===== src/rtl/axi_lite_mem_master_if.sv =====
// -----------------------------------------------------------------------------
// axi_common / axi_lite_channel
//
// Purpose:
//   Shared AXI response encodings and the AXI-lite channel bundle that connects
//   an initiator (master modport) to a target (slave modport).
//
// Interface ports:
//   clk   - channel clock, shared by both ends
//   rstn  - asynchronous active-low reset, shared by both ends
//
// Channel signals (direction seen from the master):
//   AW: aw_valid/aw_addr/aw_prot out, aw_ready in
//   W : w_valid/w_data/w_strb out,    w_ready in
//   B : b_ready out,                  b_valid/b_resp in
//   AR: ar_valid/ar_addr/ar_prot out, ar_ready in
//   R : r_ready out,                  r_valid/r_data/r_resp in
// -----------------------------------------------------------------------------
package axi_common;
    localparam logic [1:0] RESP_OKAY   = 2'b00;
    localparam logic [1:0] RESP_EXOKAY = 2'b01;
    localparam logic [1:0] RESP_SLVERR = 2'b10;
    localparam logic [1:0] RESP_DECERR = 2'b11;
endpackage

interface axi_lite_channel #(
    parameter int unsigned DATA_WIDTH = 64,
    parameter int unsigned ADDR_WIDTH = 32
) (
    input logic clk,
    input logic rstn
);
    // Write address channel
    logic                    aw_valid;
    logic                    aw_ready;
    logic [ADDR_WIDTH-1:0]   aw_addr;
    logic [2:0]              aw_prot;
    // Write data channel
    logic                    w_valid;
    logic                    w_ready;
    logic [DATA_WIDTH-1:0]   w_data;
    logic [DATA_WIDTH/8-1:0] w_strb;
    // Write response channel
    logic                    b_valid;
    logic                    b_ready;
    logic [1:0]              b_resp;
    // Read address channel
    logic                    ar_valid;
    logic                    ar_ready;
    logic [ADDR_WIDTH-1:0]   ar_addr;
    logic [2:0]              ar_prot;
    // Read data channel
    logic                    r_valid;
    logic                    r_ready;
    logic [DATA_WIDTH-1:0]   r_data;
    logic [1:0]              r_resp;

    modport master (
        input  clk, rstn,
        output aw_valid, aw_addr, aw_prot,
        input  aw_ready,
        output w_valid, w_data, w_strb,
        input  w_ready,
        input  b_valid, b_resp,
        output b_ready,
        output ar_valid, ar_addr, ar_prot,
        input  ar_ready,
        input  r_valid, r_data, r_resp,
        output r_ready
    );

    modport slave (
        input  clk, rstn,
        input  aw_valid, aw_addr, aw_prot,
        output aw_ready,
        input  w_valid, w_data, w_strb,
        output w_ready,
        output b_valid, b_resp,
        input  b_ready,
        input  ar_valid, ar_addr, ar_prot,
        output ar_ready,
        output r_valid, r_data, r_resp,
        input  r_ready
    );
endinterface


===== src/rtl/axi_lite_mem_master.sv =====
// -----------------------------------------------------------------------------
// axi_lite_mem_master
//
// Purpose:
//   Bridges a simple single-port memory request/response interface onto an
//   AXI-lite initiator port. Exactly one transaction is in flight at a time:
//   a write (AW+W, then B) or a read (AR, then R). The response (read data and
//   an error flag) is registered and held until consumed.
//
// Ports:
//   clk         - clock (same net as master.clk)
//   rstn        - asynchronous active-low reset (same net as master.rstn)
//   req_valid   - request present
//   req_ready   - request accepted when high with req_valid (high only in IDLE)
//   req_we      - 1 = write, 0 = read
//   req_addr    - byte address; aligned down to the data-bus width on capture
//   req_strb    - write byte enables (ignored for reads)
//   req_wdata   - write data (ignored for reads)
//   resp_valid  - response present
//   resp_ready  - response consumed
//   resp_rdata  - read data, 0 for writes
//   resp_err    - B/R response was not OKAY
//   master      - AXI-lite initiator port
// -----------------------------------------------------------------------------
module axi_lite_mem_master #(
    parameter int unsigned DATA_WIDTH = 64,
    parameter int unsigned ADDR_WIDTH = 32
) (
    input  logic                    clk,
    input  logic                    rstn,
    input  logic                    req_valid,
    output logic                    req_ready,
    input  logic                    req_we,
    input  logic [ADDR_WIDTH-1:0]   req_addr,
    input  logic [DATA_WIDTH/8-1:0] req_strb,
    input  logic [DATA_WIDTH-1:0]   req_wdata,
    output logic                    resp_valid,
    input  logic                    resp_ready,
    output logic [DATA_WIDTH-1:0]   resp_rdata,
    output logic                    resp_err,
    axi_lite_channel.master         master
);

    localparam int unsigned STRB_WIDTH = DATA_WIDTH / 8;
    localparam int unsigned ADDR_LSB   = $clog2(STRB_WIDTH);
    localparam logic [ADDR_WIDTH-1:0] ADDR_MASK = {ADDR_WIDTH{1'b1}} << ADDR_LSB;

    // Widths must agree with the channel the block is bound to.
    if (DATA_WIDTH != master.DATA_WIDTH) begin : g_dw_mismatch
        $fatal(1, "axi_lite_mem_master: DATA_WIDTH differs from channel DATA_WIDTH");
    end
    if (ADDR_WIDTH != master.ADDR_WIDTH) begin : g_aw_mismatch
        $fatal(1, "axi_lite_mem_master: ADDR_WIDTH differs from channel ADDR_WIDTH");
    end

    typedef enum logic [2:0] {
        IDLE,
        WR_ADDR,
        WR_RESP,
        RD_ADDR,
        RD_RESP,
        RESP
    } state_e;

    state_e                  state_q,      state_d;
    logic                    aw_valid_q,   aw_valid_d;
    logic                    w_valid_q,    w_valid_d;
    logic                    ar_valid_q,   ar_valid_d;
    logic [ADDR_WIDTH-1:0]   addr_q,       addr_d;
    logic [STRB_WIDTH-1:0]   strb_q,       strb_d;
    logic [DATA_WIDTH-1:0]   wdata_q,      wdata_d;
    logic                    resp_valid_q, resp_valid_d;
    logic                    resp_err_q,   resp_err_d;
    logic [DATA_WIDTH-1:0]   resp_rdata_q, resp_rdata_d;

    // ------------------------------------------------------------------
    // State and datapath registers
    // ------------------------------------------------------------------
    always_ff @(posedge clk or negedge rstn) begin
        if (!rstn) begin
            state_q      <= IDLE;
            aw_valid_q   <= 1'b0;
            w_valid_q    <= 1'b0;
            ar_valid_q   <= 1'b0;
            addr_q       <= '0;
            strb_q       <= '0;
            wdata_q      <= '0;
            resp_valid_q <= 1'b0;
            resp_err_q   <= 1'b0;
            resp_rdata_q <= '0;
        end else begin
            state_q      <= state_d;
            aw_valid_q   <= aw_valid_d;
            w_valid_q    <= w_valid_d;
            ar_valid_q   <= ar_valid_d;
            addr_q       <= addr_d;
            strb_q       <= strb_d;
            wdata_q      <= wdata_d;
            resp_valid_q <= resp_valid_d;
            resp_err_q   <= resp_err_d;
            resp_rdata_q <= resp_rdata_d;
        end
    end

    // ------------------------------------------------------------------
    // Next-state logic
    // ------------------------------------------------------------------
    always_comb begin
        state_d      = state_q;
        aw_valid_d   = aw_valid_q;
        w_valid_d    = w_valid_q;
        ar_valid_d   = ar_valid_q;
        addr_d       = addr_q;
        strb_d       = strb_q;
        wdata_d      = wdata_q;
        resp_valid_d = resp_valid_q;
        resp_err_d   = resp_err_q;
        resp_rdata_d = resp_rdata_q;

        unique case (state_q)
            IDLE: begin
                if (req_valid) begin
                    addr_d  = req_addr & ADDR_MASK;
                    strb_d  = req_strb;
                    wdata_d = req_wdata;
                    if (req_we) begin
                        aw_valid_d = 1'b1;
                        w_valid_d  = 1'b1;
                        state_d    = WR_ADDR;
                    end else begin
                        ar_valid_d = 1'b1;
                        state_d    = RD_ADDR;
                    end
                end
            end

            WR_ADDR: begin
                // AW and W retire independently; leave once neither is still
                // pending after this edge, whatever order they completed in.
                aw_valid_d = aw_valid_q && !master.aw_ready;
                w_valid_d  = w_valid_q  && !master.w_ready;
                if (!aw_valid_d && !w_valid_d) begin
                    state_d = WR_RESP;
                end
            end

            WR_RESP: begin
                if (master.b_valid) begin
                    resp_err_d   = (master.b_resp != axi_common::RESP_OKAY);
                    resp_rdata_d = '0;
                    resp_valid_d = 1'b1;
                    state_d      = RESP;
                end
            end

            RD_ADDR: begin
                if (master.ar_ready) begin
                    ar_valid_d = 1'b0;
                    state_d    = RD_RESP;
                end
            end

            RD_RESP: begin
                if (master.r_valid) begin
                    resp_err_d   = (master.r_resp != axi_common::RESP_OKAY);
                    resp_rdata_d = master.r_data;
                    resp_valid_d = 1'b1;
                    state_d      = RESP;
                end
            end

            RESP: begin
                if (resp_ready) begin
                    resp_valid_d = 1'b0;
                    state_d      = IDLE;
                end
            end

            default: begin
                state_d = IDLE;
            end
        endcase
    end

    // ------------------------------------------------------------------
    // Outputs: every AXI valid/ready is a register or a decode of state_q,
    // so nothing on the AXI inputs or req_valid reaches them combinationally.
    // ------------------------------------------------------------------
    assign req_ready       = (state_q == IDLE);

    assign master.aw_valid = aw_valid_q;
    assign master.aw_addr  = addr_q;
    assign master.aw_prot  = '0;

    assign master.w_valid  = w_valid_q;
    assign master.w_data   = wdata_q;
    assign master.w_strb   = strb_q;

    assign master.b_ready  = (state_q == WR_RESP);

    assign master.ar_valid = ar_valid_q;
    assign master.ar_addr  = addr_q;
    assign master.ar_prot  = '0;

    assign master.r_ready  = (state_q == RD_RESP);

    assign resp_valid      = resp_valid_q;
    assign resp_err        = resp_err_q;
    assign resp_rdata      = resp_rdata_q;

endmodule


===== src/flat_wrapper.sv =====
// flat-port wrapper written by rule: the top's interface ports become plain ports
module axi_lite_mem_master_flat 
#(
    parameter int unsigned DATA_WIDTH = 64,
    parameter int unsigned ADDR_WIDTH = 32
)
  (clk, rstn, req_valid, req_ready, req_we, req_addr, req_strb, req_wdata, resp_valid, resp_ready, resp_rdata, resp_err, master_aw_valid, master_aw_addr, master_aw_prot, master_aw_ready, master_w_valid, master_w_data, master_w_strb, master_w_ready, master_b_valid, master_b_resp, master_b_ready, master_ar_valid, master_ar_addr, master_ar_prot, master_ar_ready, master_r_valid, master_r_data, master_r_resp, master_r_ready);
  axi_lite_channel #(.DATA_WIDTH(DATA_WIDTH), .ADDR_WIDTH(ADDR_WIDTH)) master_i (.clk(clk), .rstn(rstn));
  input  logic clk;
  input  logic rstn;
  input  logic req_valid;
  output logic req_ready;
  input  logic req_we;
  input  logic [ADDR_WIDTH-1:0] req_addr;
  input  logic [DATA_WIDTH/8-1:0] req_strb;
  input  logic [DATA_WIDTH-1:0] req_wdata;
  output logic resp_valid;
  input  logic resp_ready;
  output logic [DATA_WIDTH-1:0] resp_rdata;
  output logic resp_err;
  output wire logic [$bits(master_i.aw_valid)-1:0] master_aw_valid;
  output wire logic [$bits(master_i.aw_addr)-1:0] master_aw_addr;
  output wire logic [$bits(master_i.aw_prot)-1:0] master_aw_prot;
  input wire logic [$bits(master_i.aw_ready)-1:0] master_aw_ready;
  output wire logic [$bits(master_i.w_valid)-1:0] master_w_valid;
  output wire logic [$bits(master_i.w_data)-1:0] master_w_data;
  output wire logic [$bits(master_i.w_strb)-1:0] master_w_strb;
  input wire logic [$bits(master_i.w_ready)-1:0] master_w_ready;
  input wire logic [$bits(master_i.b_valid)-1:0] master_b_valid;
  input wire logic [$bits(master_i.b_resp)-1:0] master_b_resp;
  output wire logic [$bits(master_i.b_ready)-1:0] master_b_ready;
  output wire logic [$bits(master_i.ar_valid)-1:0] master_ar_valid;
  output wire logic [$bits(master_i.ar_addr)-1:0] master_ar_addr;
  output wire logic [$bits(master_i.ar_prot)-1:0] master_ar_prot;
  input wire logic [$bits(master_i.ar_ready)-1:0] master_ar_ready;
  input wire logic [$bits(master_i.r_valid)-1:0] master_r_valid;
  input wire logic [$bits(master_i.r_data)-1:0] master_r_data;
  input wire logic [$bits(master_i.r_resp)-1:0] master_r_resp;
  output wire logic [$bits(master_i.r_ready)-1:0] master_r_ready;
  assign master_aw_valid = master_i.aw_valid;
  assign master_aw_addr = master_i.aw_addr;
  assign master_aw_prot = master_i.aw_prot;
  assign master_i.aw_ready = master_aw_ready;
  assign master_w_valid = master_i.w_valid;
  assign master_w_data = master_i.w_data;
  assign master_w_strb = master_i.w_strb;
  assign master_i.w_ready = master_w_ready;
  assign master_i.b_valid = master_b_valid;
  assign master_i.b_resp = master_b_resp;
  assign master_b_ready = master_i.b_ready;
  assign master_ar_valid = master_i.ar_valid;
  assign master_ar_addr = master_i.ar_addr;
  assign master_ar_prot = master_i.ar_prot;
  assign master_i.ar_ready = master_ar_ready;
  assign master_i.r_valid = master_r_valid;
  assign master_i.r_data = master_r_data;
  assign master_i.r_resp = master_r_resp;
  assign master_r_ready = master_i.r_ready;
  axi_lite_mem_master #(.DATA_WIDTH(DATA_WIDTH), .ADDR_WIDTH(ADDR_WIDTH)) u_core (.clk(clk), .rstn(rstn), .req_valid(req_valid), .req_ready(req_ready), .req_we(req_we), .req_addr(req_addr), .req_strb(req_strb), .req_wdata(req_wdata), .resp_valid(resp_valid), .resp_ready(resp_ready), .resp_rdata(resp_rdata), .resp_err(resp_err), .master(master_i));
endmodule

===== config.mk =====
export PLATFORM = sky130hd
export DESIGN_NAME = axi_lite_mem_master_flat
export DESIGN_NICKNAME = d
export VERILOG_FILES = /design/src/rtl/axi_lite_mem_master_if.sv /design/src/rtl/axi_lite_mem_master.sv /design/src/flat_wrapper.sv
export SDC_FILE = /design/constraint.sdc
export NUM_CORES = 1
export LEC_CHECK = 0
export BUFFER_PORTS_ARGS = -buffer_cell sky130_fd_sc_hd__buf_2
export CORE_AREA = 5 5 150 152
export DETAILED_ROUTE_END_ITERATION = 6
export DIE_AREA = 0 0 155 157
export HOLD_SLACK_MARGIN = 0.05
export PLACE_DENSITY = 0.65
export SYNTH_ARGS = -nofsm -noshare
export SYNTH_HDL_FRONTEND = slang
export SYNTH_SLANG_ARGS = --single-unit

===== constraint.sdc =====
create_clock -name clk -period 1.8 [get_ports clk]
set_clock_uncertainty 0.1 [all_clocks]
set_input_delay 0.36 -clock clk [delete_from_list [all_inputs] [get_ports clk]]
set_output_delay 0.36 -clock clk [all_outputs]
set_load 0.02 [all_outputs]

=== Yosys cells after proc, flatten, opt, wreduce, memory -nomap -nowiden ===
Index checks and enable logic that the tools add are counted.

* Output and inout port bits: 214
* Logic and storage cells: 69
* Register bits: 173

* Equal/unequal tests: 13
* Multiplexer cells: 26
* Reduce and logical (&&, ||, !) cells: 20

{| class="wikitable"
|+ Operators by type and width
! kind !! count
|-
| 2-to-1 mux 64 bit || 2
|-
| case mux 64 bit (2 select lines) || 1
|-
| 2-to-1 mux 3 bit || 6
|-
| case mux 3 bit (6 select lines) || 1
|-
| inequality test 2 bit, second input constant || 6
|-
| 2-to-1 mux 1 bit || 10
|-
| nonzero test 2 bit || 5
|-
| case mux 1 bit (2 select lines) || 4
|-
| AND reduction 4 bit || 2
|-
| equality test 3 x 2 -> 1 bit, second input constant || 2
|-
| equality test 3 bit, second input constant || 2
|-
| AND reduction 3 bit || 2
|-
| AND reduction 6 bit || 1
|-
| logical NOT 1 bit || 4
|-
| inequality test 2 x 1 -> 1 bit, second input constant || 2
|-
| equality test 3 x 1 -> 1 bit, second input constant || 1
|-
| logical AND 1 bit || 3
|-
| logical NOT 3 bit || 1
|-
| case mux 1 bit (3 select lines) || 1
|-
| nonzero test 3 bit || 1
|-
| 2-to-1 mux 2 bit || 1
|-
| AND reduction 2 bit || 1
|}

=== Logic depth before layout (Yosys ltp) ===
Gate-level depths: netlist of run 1.

* Depth after elaboration: 6
* Mapped depth: 5

=== Least setup slack after synthesis of run 1 ===
No wires, ideal clock.

* Path kind: register to register
* Start point: reg u_core.state_q[1]
* End point: reg u_core.wdata_q[0], in the netlist u_core.master.w_data[0]
* Slack: 0.067 ns
* Required time: 1.572 ns
* Cell stages (with the launch flop): 5
* Buffers on the path: 2
* Arrival: 1.506 ns
* Period minus slack after synthesis: 1.733 ns
* Setup time: 0.128 ns
* Cells stage by stage: dfrtp_1 -> nor4b_2 -> buf_2 -> buf_4 -> mux2_1

* Word-level cells in the longest chain between the ends: 2

{| class="wikitable"
|+ Ends and longest elaborated chain
! element !! RTL line !! text
|-
| start: declaration || axi_lite_mem_master.sv:65 || <nowiki>state_e state_q, state_d;</nowiki>
|-
| start signal: assignment || axi_lite_mem_master.sv:92 || <nowiki>state_q <= state_d;</nowiki>
|-
| logical NOT 3 bit || axi_lite_mem_master.sv:120 || <nowiki>unique case (state_q)</nowiki>
|-
| AND reduction 2 bit (no source line) || n/a ||
|-
| end signal: assignment || axi_lite_mem_master.sv:98 || <nowiki>wdata_q <= wdata_d;</nowiki>
|-
| end: declaration || axi_lite_mem_master.sv:71 || <nowiki>logic [DATA_WIDTH-1:0] wdata_q, wdata_d;</nowiki>
|}

No other way between the ends.
A chain may end at the register's enable or synchronous reset.

=== Worst setup path after layout of run 1 ===
* Start point: reg u_core.state_q[1]
* End point: out master_r_ready

* Word-level cells in the longest chain between the ends: 1

{| class="wikitable"
|+ Ends and longest elaborated chain
! element !! RTL line !! text
|-
| equality test 3 bit || axi_lite_mem_master.sv:205 || <nowiki>assign master.r_ready = (state_q == RD_RESP);</nowiki>
|-
| end: declaration || flat_wrapper.sv:39 || <nowiki>output wire logic [$bits(master_i.r_ready)-1:0] master_r_ready;</nowiki>
|}

No other way between the ends.

==> run metrics, run 1 <==
Mapped Cells 579; fmax ~530 MHz; static leakage power 5.596 nW; status finished, violations left; drt pass-1 iters 4; post-DP HPWL 16.59 mm; input/output buffers 380; Avg Cell Area, Syn 12.69 µm²; unrepaired setup endpoints after global routing true; Max Slew Vio Count 0; placed cell areas 9567 µm²; period utilization 104.1%; startpoint types flop; violated checks negative setup slack; Crit. End Element primary output; WL final 22.82 mm; DRT iter0 DRCs 230; largest net degree at the start of global routing 42; Clock transition at path regs 0.07 ns; die width 155 µm; CTS Buf Count 17; Final setup viols 78; CTS H-Tree Depth 4; number of vias per cell 4.426; CTS tree built; nets@finish 1235; Rows between 50 and 60; clk sink count approximately 170; utilization after layout 54.17%; Layout area overhead 54.02%; final setup margin -0.07428 ns; initial antenna violation count 4; core area 20890 µm²; GR Overflow Total 0; DRC 0; Pwr Density 1863 nW/µm²; max-capacitance violation count 0; Initial Util about a third; vias in the first global route 6270; first-pass GRT wire length 33.98 mm; Tot Pwr 21.09 mW; Routed wire per std cell 17.02 µm; worst ir drop on vdd 796.8 µV; largest fanout on the critical path 5; DIE AREA 24340 µm²; class of the most critical setup path reg -> out; num ports 396; Finished Cell Area 11320 µm²; Final Critical Period 1.874 ns; WL met3 1.794 mm; dpl ws -0.0005305 ns; deepest clock path buffer count 2; Synth cell types 27; Root Buffer clkbuf_16; Clk Latency, worst-skew pair 0.42 ns; Yosys reg bits 173; Total GRT Usage 17.81%; Final GP Congestion between 0.8 and 0.9; warnings from Yosys 0; layout cell share with drive strength beyond 1 48.17%; Seq/Total Area, Yosys 58.92%; Die H 157 µm; Metal-1 WL 8.540 mm; critical path arrival 1.41 ns; ANT nets after route 0; Critical Path RT 1.34 ns; DR vias 5935; max layer used met5; Hold Crit Class in -> reg; met2 WL 11.90 mm; synthesized area 7347 µm²; Hold Fails Final Rpt 0
## report_power, final
part	leakage, nW	switching, mW	internal [mW]	total [mW]
sequential	2.15	1.06	5.87	6.93
combinational	3.17	6.20	4.37	10.6
clock	0.277	1.74	1.85	3.59
## cell usage after synthesis
| cell | n | area (µm²) |
|---|---|---|
| dfrtp_1 | 173 | 4329 |
| mux2_1 | 68 | 765.7 |
| mux2i_1 | 68 | 680.7 |
| nand2_1 | 68 | 255.2 |
| inv_1 | 66 | 247.7 |
| buf_4 | 52 | 390.4 |
| mux2_2 | 34 | 382.9 |
| buf_2 | 15 | 75.07 |
| a21oi_1 | 6 | 30.03 |
| nor2_1 | 4 | 15.01 |
| nand3b_1 | 3 | 22.52 |
| nor3_1 | 3 | 15.01 |
| nor3b_1 | 3 | 22.52 |
| clkbuf_1 | 2 | 7.510 |
| nand2b_1 | 2 | 12.51 |
| a21boi_0 | 1 | 7.510 |
| a31oi_1 | 1 | 6.260 |
| conb_1 | 1 | 3.750 |
| nand3_1 | 1 | 5.000 |
| nor3b_2 | 1 | 12.51 |
| nor4b_2 | 1 | 15.01 |
| o21a_1 | 1 | 7.510 |
| o21ai_0 | 1 | 5.000 |
| o22ai_1 | 1 | 6.260 |
| o32a_1 | 1 | 10.01 |
| o41ai_1 | 1 | 8.760 |
| or4_1 | 1 | 7.510 |
## cells by family after synthesis
family,share of synthesized area (%)
flops,58.92
mux,24.90
buf+inv,9.809
simple gates,5.211
compound gates,1.107
other cells,0.05104
## cells in the final DEF (no fill, tap or decap), drive strengths merged
cell and instances:
nor2 4, nor4b 1, dlygate4sd3 75, inv 71, a21boi 1, o21ai 1, buf 433, dfrtp 173
nand2 68, nand2b 2, o21a 1, clkinvlp 2, conb 12, nor3b 4, or4 1, nand3 1
a31oi 1, mux2i 68, o32a 1, o41ai 1, nand3b 3, clkinv 7, clkbuf 21, a21oi 6
mux2 102, nor3 3, diode 1, o22ai 1, bufbuf 1
## sequential cells by signal, summed over array words and instances (netlist names)
name and flops:
u_core.resp_rdata 64, u_core.resp_err 1, u_core.master.aw_valid 1, u_core.master.ar_valid 1, u_core.state_q 3, u_core.resp_valid 1, u_core.master.w_data 64, u_core.master.w_valid 1
u_core.master.w_strb 8, u_core.master.ar_addr 29
## per-stage QoR
stage | hold slack, ns | setup TNS [ns] | cells
final | 0.06826 | -2.512 | 1341
after global routing | 0.05148 | -11.10 | 1341
after CTS | 0.05005 | -2.818 | 1326
after detailed placement | 0.2086 | -0.0005305 | 1209
after global placement | 0.2074 | 0 | 1209
after floorplan | -0.03559 | 0 | 590
## path summary, 6_finish.rpt
| check | startpoint | end | slack, ns | cells past startpoint |
|---|---|---|---|---|
| max | u_core.state_q[1] | master_r_ready | -0.07 | 4 |
| min | req_wdata[35] | u_core.master.w_data[35] | 0.07 | 2 |
| max reg2reg | u_core.state_q[1] | u_core.master.w_data[23] | -0.07 | 5 |
| min reg2reg | u_core.master.w_data[41] | u_core.master.w_data[41] | 0.38 | 1 |
| max in group asynchronous | rstn | u_core.master.w_data[19] | 0.71 | 3 |
| min in group asynchronous | rstn | u_core.master.w_data[53] | 0.32 | 2 |
## worst max-delay path, stage by stage, from the launching register on
cell and delay (ns):
dfrtp_2 0.41, buf_6 0.13, nor3b_4 0.21, buf_12 0.14
buf_8 0.10
## final cells by class
type / count / area, µm²
well taps: 275 / 344.1
clock buffers: 17 / 425.4
diodes: 1 / 2.502
repair buffers: 513 / 3413
clock inverters: 14 / 155.1
multi-input cells: 282 / 2391
flip-flops and latches: 173 / 4332
inverters: 66 / 252.7
fillers: 1812 / 9573
## routing by layer
layer / up-vias / global-route usage, %
met3: 44 / 5.252
met4: 2 / 6.266
met2: 246 / 32.28
met5: - / 0
li1: 2782 / -
met1: 2861 / 19.97
## what timing repair did
item,4_1_cts,5_1_grt
hold buffers,75,0
setup buffers,10,10
endpoints found under the hold margin,104,0
pin swaps,5,3
cloned,1,5
endpoints found under the setup margin,5,141
resized for setup,24,11
Note: power is estimated with default switching activity, not from simulation.
==> run 2: changes to the inputs <==
--- a/config.mk
+++ b/config.mk
@@ -5,12 +5,13 @@
 export SDC_FILE = /design/constraint.sdc
 export NUM_CORES = 1
 export LEC_CHECK = 0
-export BUFFER_PORTS_ARGS = -buffer_cell sky130_fd_sc_hd__buf_2
 export CORE_AREA = 5 5 150 152
 export DETAILED_ROUTE_END_ITERATION = 6
 export DIE_AREA = 0 0 155 157
+export DONT_BUFFER_PORTS = 1
 export HOLD_SLACK_MARGIN = 0.05
-export PLACE_DENSITY = 0.65
+export MAX_ROUTING_LAYER = met4
+export PLACE_DENSITY = 0.48
 export SYNTH_ARGS = -nofsm -noshare
 export SYNTH_HDL_FRONTEND = slang
 export SYNTH_SLANG_ARGS = --single-unit
==> run 2 against run 1 <==
Compared with the run above: the run ends with negative hold slack, negative setup slack left; cell area fell by 4.0%; global-route usage fell by 1.1 points; critical path depth grew 3; sequential power grew 53%; combinational power down 40%; fmax fell by 1.8%; worst hold slack worse by 0.55 ns; first-iteration DRC count is 1.3% lower; critical path type is now reg -> reg; critical endpoint is now u_core.master.w_data[49].
==> run metrics, run 2 (synthesized netlist as in run 1, its figures left out) <==
Root Buffer clkbuf_16; unrepaired setup endpoints after global routing true; Routed wire per std cell 21.59 µm; Total GRT Usage about 17%; CTS Buf Count 17; dpl ws around 0.046 ns; final setup margin -0.1083 ns; CP peak stage delay 0.41 ns; Layout Cells excl Fill 1053; nets@finish approximately 950; Reg2Reg Depth 7; class of the most critical setup path reg -> reg; Post-CTS Hold Buffers 171; R2R Path Start u_core.state_q[2]; Hold Fails Final Rpt 173; DRT iter0 DRCs between 200 and 250; n_diodes 0; placed cell areas 7604 µm²; Max Slew Vio Count 0; CTS tree built; most frequent cells in the layout 171 x dlygate4sd3_1, 170 x dfrtp_1, 101 x mux2_4; Crit. End Element flop; DRC 0; clk sink count 173; Finished Cell Area between 10000 and 15000 µm²; Hold Crit Class in -> async; CP bufs+invs 5; crit path max-delay cell type dfrtp_2; first-pass GRT wire length 30.72 mm; period utilization 106.0%; number of vias per cell 4.670; Final Critical Period about 1.9 ns; reg2reg end u_core.master.w_data[49]; hold slack -0.4770 ns; placed cells 820; Critical Path RT 2.01 ns; Rows 53; deepest clock path buffer count 2; static leakage power 4.754 nW; worst ir drop on vdd ~770 µV; r2r setup slk -0.11 ns; most common cell after layout, fill and taps aside dlygate4sd3_1; WL final 22.74 mm; status finished, violations left; die width about 160 µm; violated checks negative hold slack, negative setup slack; vias in the first global route 5342; GR Overflow Total 0; Pwr Density 1901 nW/µm²; fmax between 500 and 600 MHz; utilization after layout around half; Tot Pwr 20.65 mW; num ports 396; max-capacitance violation count 0; CP top delay family buffers and inverters; post-DP HPWL roughly 14 mm; CTS H-Tree Depth 4; input/output buffers 0; critical path arrival about 2.1 ns; largest fanout on the critical path 8; Die H 157 µm; ANT nets after route 0; initial antenna violation count 0; post-route setup TNS -2.929 ns; CP Cell Sequence buf_6, nor4b_4, buf_6, buf_12, buf_12, buf_16, mux2_4; DR vias 4918; layout cell share with drive strength beyond 1 25.45%; Clk Latency, worst-skew pair a little over 0.4 ns; Final setup viols 83; DIE AREA roughly 24000 µm²; drt pass-1 iters 4; Final GP Congestion ~0.8; Layout area overhead 47.84%; startpoint types flop; Clock transition at path regs 0.08 ns; core area 20890 µm²; largest net degree at the start of global routing 174; Initial Util a little over a third
run 2: changes by cell type in the layout (fill, tap and decap cells not counted), moves of 3 or more:
cell,previous run,this run
clkbuf_16,21,28
mux2_1,66,0
mux2_2,33,1
buf_16,1,4
buf_4,28,21
mux2_4,3,101
buf_2,376,0
dlygate4sd3_1,75,171
buf_6,16,6
run 2: where the power goes:
part	internal [mW]	total, mW	switching, mW
Sequential	5.84	10.6	4.73
Clock	2.03	3.74	1.71
Combinational	4.04	6.35	2.31
run 2: worst register-to-register path: cells and delay by family, from the launching register on:
family,cells,cell delay (ns)
DFF,1,0.41
muxes,1,0.32
buffers and inverters,5,0.70
and+or+nand+nor,1,0.27
run 2: metal layers:
| metal | vias up | global-route usage, % | share of wire [%] |
|---|---|---|---|
| li1 | 2211 | - | - |
| met2 | 236 | 30.65 | 54 |
| met5 | - | - | 0 |
| met1 | 2445 | 16.16 | 35 |
| met3 | 26 | 6.846 | 9.1 |
| met4 | 0 | 5.130 | 1.6 |
run 2: how the worst max path moves through the flow:
stage / start / to / slack, ns / cells after the start
finish: u_core.state_q[2] / u_core.master.w_data[49] / -0.11 / 7
global route: u_core.state_q[0] / u_core.master.w_data[60] / -0.18 / 7
CTS: u_core.state_q[0] / master_r_ready / -0.11 / 3
detailed placement: u_core.state_q[2] / u_core.resp_rdata[22] / 0.05 / 6
global placement: u_core.state_q[2] / u_core.resp_rdata[22] / 0.06 / 6
floorplan: u_core.state_q[1] / u_core.master.w_data[0] / 0.07 / 4
run 2: cell type report:
type / count / area (µm²)
fillers: 1738 / 10030
flip-flops and latches: 173 / 4333
multi-input cells: 282 / 2755
repair buffers: 225 / 2570
clock buffers: 18 / 439.2
well taps: 275 / 344.1
inverters: 66 / 250.2
clock inverters: 14 / 170.2
run 2: timing repair:
item | 4_1_cts | 5_1_grt
endpoints found under the hold margin | 343 | 173
gates cloned | 1 | 13
gates resized for setup | 9 | 118
setup buffers | 5 | 11
setup endpoints to repair | 3 | 122
pin swaps | 4 | 5
